### src/rtl/dpr_w_i_ctrl.sv
// Weight-load / weight-readout controller for a dual-port RAM feeding a systolic array.
// The write port is filled from a valid/ready stream; the read port is swept under rd_ready backpressure.
module dpr_w_i_ctrl #(
  parameter int FEATURE_BITS = 4,
  parameter int ELEMENT_BITS = 8
) (
  input  logic                      sys_clk,
  input  logic                      reset_n,
  input  logic [FEATURE_BITS-1:0]   m,
  input  logic [FEATURE_BITS-1:0]   gamma,
  input  logic                      clear,
  input  logic                      load_start,
  input  logic                      wr_valid,
  input  logic [ELEMENT_BITS-1:0]   wr_data,
  output logic                      wr_ready,
  input  logic                      rd_start,
  input  logic                      rd_ready,
  output logic                      cs_in,
  output logic                      we_in,
  output logic [2*FEATURE_BITS-1:0] address_in,
  output logic [ELEMENT_BITS-1:0]   data_in,
  output logic                      cs_out,
  output logic                      oe_out,
  output logic [2*FEATURE_BITS-1:0] address_out,
  output logic                      rd_valid,
  output logic                      busy,
  output logic                      load_done,
  output logic                      rd_done,
  output logic                      err
);

  localparam int AW = 2 * FEATURE_BITS;

  typedef enum logic [1:0] {S_IDLE, S_LOAD, S_READY, S_READ} state_t;

  state_t                  r_state, w_state_nxt;
  logic [AW-1:0]           r_depth, r_wr_cnt, r_rd_cnt;
  logic                    r_cs_in, r_we_in, r_cs_out, r_oe_out;
  logic [AW-1:0]           r_address_in, r_address_out;
  logic [ELEMENT_BITS-1:0] r_data_in;
  logic                    r_rd_valid, r_rd_last, r_rd_done, r_load_done, r_err;

  logic [AW-1:0] w_depth_new;
  logic          w_load_go, w_wr_hs, w_wr_last, w_rd_go, w_rd_issue, w_rd_last, w_err;

  // Product formed at full 2*FEATURE_BITS width so 15x15 yields 225, not a truncated value.
  assign w_depth_new = AW'(m) * AW'(gamma);
  assign w_load_go   = load_start && (w_depth_new != '0) &&
                       ((r_state == S_IDLE) || (r_state == S_READY));
  assign w_wr_hs     = (r_state == S_LOAD) && wr_valid;
  assign w_wr_last   = w_wr_hs && (r_wr_cnt == r_depth - AW'(1));
  // load_start outranks rd_start in READY; the losing rd_start is reported as an error.
  assign w_rd_go     = rd_start && !load_start && (r_state == S_READY);
  assign w_rd_issue  = (r_state == S_READ) && rd_ready;
  assign w_rd_last   = w_rd_issue && (r_rd_cnt == r_depth - AW'(1));
  assign w_err       = !clear && ((load_start && !w_load_go) || (rd_start && !w_rd_go));

  // NOTE: sequential state uses non-blocking assignments so every register samples pre-edge values.
  always_ff @(posedge sys_clk or negedge reset_n) begin
    if (!reset_n) r_state <= S_IDLE;
    else          r_state <= w_state_nxt;
  end

  // NOTE: default assignment first so no path leaves w_state_nxt unassigned (avoids a latch).
  always_comb begin
    w_state_nxt = r_state;
    if (clear) begin
      w_state_nxt = S_IDLE;
    end else begin
      unique case (r_state)
        S_IDLE:  if (w_load_go) w_state_nxt = S_LOAD;
        S_LOAD:  if (w_wr_last) w_state_nxt = S_READY;
        S_READY: begin
          if (w_load_go)    w_state_nxt = S_LOAD;
          else if (w_rd_go) w_state_nxt = S_READ;
        end
        S_READ:  if (w_rd_last) w_state_nxt = S_READY;
        default: w_state_nxt = S_IDLE;
      endcase
    end
  end

  always_comb begin
    wr_ready = (r_state == S_LOAD);
    busy     = (r_state == S_LOAD) || (r_state == S_READ);
  end

  // NOTE: only control/datapath flops are reset here; the weight storage itself lives in the external DPR.
  always_ff @(posedge sys_clk or negedge reset_n) begin
    if (!reset_n) begin
      r_depth       <= '0;
      r_wr_cnt      <= '0;
      r_rd_cnt      <= '0;
      r_cs_in       <= 1'b0;
      r_we_in       <= 1'b0;
      r_address_in  <= '0;
      r_data_in     <= '0;
      r_cs_out      <= 1'b0;
      r_oe_out      <= 1'b0;
      r_address_out <= '0;
      r_rd_valid    <= 1'b0;
      r_rd_last     <= 1'b0;
      r_rd_done     <= 1'b0;
      r_load_done   <= 1'b0;
      r_err         <= 1'b0;
    end else if (clear) begin
      r_wr_cnt    <= '0;
      r_rd_cnt    <= '0;
      r_cs_in     <= 1'b0;
      r_we_in     <= 1'b0;
      r_cs_out    <= 1'b0;
      r_oe_out    <= 1'b0;
      r_rd_valid  <= 1'b0;
      r_rd_last   <= 1'b0;
      r_rd_done   <= 1'b0;
      r_load_done <= 1'b0;
      r_err       <= 1'b0;
    end else begin
      r_cs_in     <= w_wr_hs;
      r_we_in     <= w_wr_hs;
      r_cs_out    <= w_rd_issue;
      r_oe_out    <= w_rd_issue;
      r_load_done <= w_wr_last;
      r_err       <= w_err;
      // DPR read latency is one cycle: valid/done trail the read strobe by one register.
      r_rd_valid  <= r_cs_out;
      r_rd_last   <= w_rd_last;
      r_rd_done   <= r_rd_last;

      if (w_load_go) begin
        r_depth  <= w_depth_new;
        r_wr_cnt <= '0;
      end
      if (w_wr_hs) begin
        r_address_in <= r_wr_cnt;
        r_data_in    <= wr_data;
        r_wr_cnt     <= r_wr_cnt + AW'(1);
      end
      if (w_rd_go) r_rd_cnt <= '0;
      if (w_rd_issue) begin
        r_address_out <= r_rd_cnt;
        r_rd_cnt      <= r_rd_cnt + AW'(1);
      end
    end
  end

  assign cs_in       = r_cs_in;
  assign we_in       = r_we_in;
  assign address_in  = r_address_in;
  assign data_in     = r_data_in;
  assign cs_out      = r_cs_out;
  assign oe_out      = r_oe_out;
  assign address_out = r_address_out;
  assign rd_valid    = r_rd_valid;
  assign rd_done     = r_rd_done;
  assign load_done   = r_load_done;
  assign err         = r_err;

endmodule

### config.mk
export PLATFORM = sky130hd
export DESIGN_NAME = dpr_w_i_ctrl
export DESIGN_NICKNAME = d
export VERILOG_FILES = /design/src/rtl/dpr_w_i_ctrl.sv
export SDC_FILE = /design/constraint.sdc
export NUM_CORES = 1
export LEC_CHECK = 0
export CORE_MARGIN = 10
export CORE_UTILIZATION = 53
export DETAILED_ROUTE_END_ITERATION = 8
export GPL_ROUTABILITY_DRIVEN = 0
export PLACE_DENSITY_LB_ADDON = 0.05
export SYNTH_ARGS = -nofsm -noshare
export SYNTH_HDL_FRONTEND = slang
export SYNTH_SLANG_ARGS = --single-unit
### constraint.sdc
create_clock -name sys_clk -period 2.4 [get_ports sys_clk]
set_input_delay 0.48 -clock sys_clk [delete_from_list [all_inputs] [get_ports sys_clk]]
set_output_delay 0.48 -clock sys_clk [all_outputs]
set_load 0.02 [all_outputs]
==> results by group <==
Outcome
  – Outcome: complete, but fails checks
  – Violations in the final reports: negative setup slack

Global routing
  – Gr ovfl total: 0
  – Pin count of the biggest net entering global routing: 37
  – GR Util All Layers: 0.1629
  – Number of global-route vias before repair: 2708
  – Initial antenna violation count: 0
  – Wire length of the first global-routing pass: around 13000 microns

Floorplanning
  – Boundary pin count: 57
  – Die width: between 90 and 100 microns
  – Starting density of the core: 0.5462
  – Cell Rows: 28
  – Core area: 0.005956 sq mm
  – Height of the die: just under 100 microns
  – Die Area: 0.009672 sq mm

Critical path
  – Critical path capture point type: flip-flop
  – Critical path launch point type: primary input
  – Worst EP arrival: roughly 3.4 ns
  – Library cell contributing the largest single delay on the critical path: sky130_fd_sc_hd__fa_2
  – Worst setup path class: primary input to flip-flop
  – WP data required: 2.62 ns
  – Maximum fanout along the worst path: 5
  – Buffers and inverters on the worst path: 3
  – Maximum cell stage delay along the critical path: 0.57 ns
  – Cell Chain, Critical Path: buf_8 -> nand2_4 -> fa_1 -> inv_2 -> fa_2 -> inv_2 -> fa_2 -> xor2_2 -> nand4_1 -> nor4_2 -> nand2b_4 -> mux2_4
  – Crit path max-delay family: adder cells

Timing
  – Unrepaired setup endpoints after global routing: true
  – Actual slew at the worst max-slew pin: 0.5280 ns
  – Final setup viols: 19
  – Share of the clock period used by the worst path: 1.314
  – Post-layout min period: 3.153 ns
  – Max-slew headroom at the worst pin: 0.6480
  – Crit path setup slack, layout: -0.7527 ns
  – Clock skew after layout: 0.01349 ns
  – Hold Vio Cnt, Final: 0
  – Final number of max-transition violations: 0
  – Max Fclk: 317.2 MHz

Route
  – Drt first pass iters: 5
  – DR DRC count: 0
  – Number of violations reported at the end of detailed-routing iteration 0: 139
  – Routed WL: 7850 microns
  – Vias/cell: approximately 5.4
  – Remaining antenna violation count: 0
  – Total via count in the routed design: 2637
  – Post-DR wirelength/cell: 16.12 microns

Clock tree
  – Number of H-tree levels: 3
  – Root Driver: sky130_fd_sc_hd__clkbuf_8
  – Clock latency on the worst-skew pair: 0.35 ns
  – TritonCTS clock tree: built
  – Number of hold-repair buffers added at the cts stage: 0
  – Bufs on Longest Clock Path: 2
  – Number of buffers created by CTS: 9
  – Clock transition at the registers of the reported paths: 0.07 ns
  – Clock sink count: between 50 and 60

Synthesis
  – Count of synthesis-stage warnings from yosys: 0
  – Syn Area/Cell: 10.39 sq um
  – Mux cell area share after synthesis: 0.07692
  – Synth Area in Compound Gates: 0.08846
  – Synthesized area: between 0.003 and 0.004 sq mm
  – Post-synthesis share of cell area spent on full adders, half adders and majority gates: 0.08231
  – Mapped Cells: 313
  – Combinational family with the most area after synthesis: simple AND/OR/NAND/NOR gates
  – Simple-gate area share of the yosys netlist: 0.1888
  – Number of flops mapped to enable cells by yosys: 0
  – Proportion of synthesized chip area in sequential cells: 0.4385
  – Number of flip-flops and latches in the synthesized netlist: 57
  – Post-Synth XOR/XNOR Area: 0.08654
  – Flip-flop cell with the highest count after synthesis: sky130_fd_sc_hd__dfrtp_1
  – Unique cell type count in the Yosys netlist: 51
  – Synthesized netlist net count: around 360
  – Proportion of synthesized flip-flops having asynchronous set or reset: 1.000

Cells and area
  – Filler Cell Count: 398
  – Area overhead of the layout relative to synthesis: 40.88%
  – Number of nets in the layout: 449
  – Inserted Diodes: 0
  – Fraction of final layout cells with drive strength greater than 1: 0.3010
  – Leading cell type in the layout, fill and taps excluded: sky130_fd_sc_hd__dfrtp_1
  – Fraction of the core area covered by cells at the end of the flow: 0.7695
  – Most frequent cells in the layout: sky130_fd_sc_hd__dfrtp_1, sky130_fd_sc_hd__clkdlybuf4s50_1, sky130_fd_sc_hd__nand2_1, sky130_fd_sc_hd__buf_4, sky130_fd_sc_hd__xnor2_1
  – Finished Cell Area: 0.004583 sq mm
  – Number of standard cells in the final layout excluding fillers: 487

Power and ir drop
  – Maximum VDD drop: between 0.4 and 0.5 mV
  – Clock network fraction of total power: 0.272
  – Int Power: approximately 2.0 mW
  – Pleak: 2.094 nW
  – Logic pwr share: 0.336
  – Total net switching power: 0.9753 mW
  – Post-route total power: 2.951 mW
  – Power Dens Cells: 643.8 mW/mm^2
  – Part of the power in registers: 0.392
  – Switching power share of the total: 0.3305

Placement
  – Input/output buffers: 56
  – DP HPWL: 5835 microns
  – Cell Area, Placed: between 0.004 and 0.005 sq mm
  – Dpl cells: 463
  – Pre-CTS worst setup slack: -1.721 ns

Run
  – Max-cap violations: 0

Min path
  – Worst hold path type: primary input to async pin
## per-stage QoR
stage	hold slack [ns]	TNS [ns]
finish	0.1080	-13.46
global route	0.1204	-15.20
CTS	0.1127	-13.33
detailed placement	0.4575	-30.77
global placement	0.4473	-29.56
floorplan	0.1844	-14.07
## final cells by class
type	instances	area, sq um	share of cell area
Multi-Input combinational cell	228	1934	0.4221
Clock inverter	6	43.79	0.009555
Timing Repair Buffer	96	890.9	0.1944
Tap cell	75	93.84	0.02048
Inverter	15	56.30	0.01229
Clock buffer	10	137.6	0.03003
Sequential cell	57	1426	0.3112
## Yosys cell counts, drive strengths merged, types with 3 or more instances
cell type / count / area share
a31oi: 4 / 0.0077
buf: 7 / 0.014
mux2i: 4 / 0.012
nor3b: 3 / 0.0069
a21oi: 5 / 0.0077
nand4: 6 / 0.012
nor2: 16 / 0.019
dfrtp: 57 / 0.44
inv: 15 / 0.017
xnor2: 17 / 0.046
mux2: 18 / 0.065
nand2: 38 / 0.044
o21ai: 13 / 0.020
ha: 15 / 0.058
nor4: 7 / 0.017
nand2b: 5 / 0.0096
nor2b: 4 / 0.0077
clkbuf: 6 / 0.0069
and2: 14 / 0.027
xor2: 10 / 0.027
nand3: 5 / 0.0077
fa: 4 / 0.025
and3: 4 / 0.0077
nor3: 7 / 0.012
a22o: 4 / 0.012
## registers in the layout (all words and copies together) (netlist names)
register / cells
we_in: 1
address_out: 8
rd_valid: 1
err: 1
r_state: 2
rd_done: 1
oe_out: 1
r_wr_cnt: 8
load_done: 1
r_depth: 8
r_rd_cnt: 8
r_rd_last: 1
data_in: 8
address_in: 8
## timing repair
action / 4_1_cts / 5_1_grt
pin swaps: 23 / 12
resized for setup: 54 / 15
endpoints found under the setup margin: 19 / 20
buffers inserted: 6 / 4
## kinds of logic (layout without fill, tap and decap cells)
| kind of cell | count (synthesis) | count (layout) |
|---|---|---|
| AND/OR/NAND/NOR | 116 | 116 |
| XOR/XNOR | 29 | 29 |
| AO/OA/AOI/OAI | 42 | 42 |
| flip-flops | 57 | 57 |
| adder cells (fa/ha/maj) | 19 | 19 |
| multiplexers | 22 | 22 |
| buffers and inverters | 28 | 127 |
## power groups by stage
stage                     logic [mW]  clock network, mW  registers, mW
after CTS                      0.930              0.818           1.15
after global routing            1.08              0.860           1.17
after detailed placement       0.869                  0           1.17
after global placement         0.844                  0           1.17
after floorplan                0.548                  0           1.16
final                          0.991              0.803           1.16
## worst paths after layout
check / startpoint / endpoint / slack, ns / cells after the start
worst max-delay path: gamma[2] / r_depth[1] / -0.75 / 12
worst min-delay path: reset_n / address_in[3] / 0.11 / 1
worst max register to register: r_depth[0] / r_state[0] / 0.35 / 8
worst min register to register: r_rd_last / rd_done / 0.47 / 1
max in group asynchronous: reset_n / data_in[3] / 1.73 / 2
min in group sys_clk: r_rd_last / rd_done / 0.47 / 1
## layer usage
| layer | GRT usage | wire length (microns) | vias up |
|---|---|---|---|
| met4 | 0.05402 | 115 | 0 |
| met1 | 0.1881 | 3238 | 1282 |
| li1 | - | - | 1272 |
| met5 | 0 | 0 | - |
| met3 | 0.05708 | 521 | 11 |
| met2 | 0.2743 | 3975 | 72 |
(Power assumes the default switching activity.)
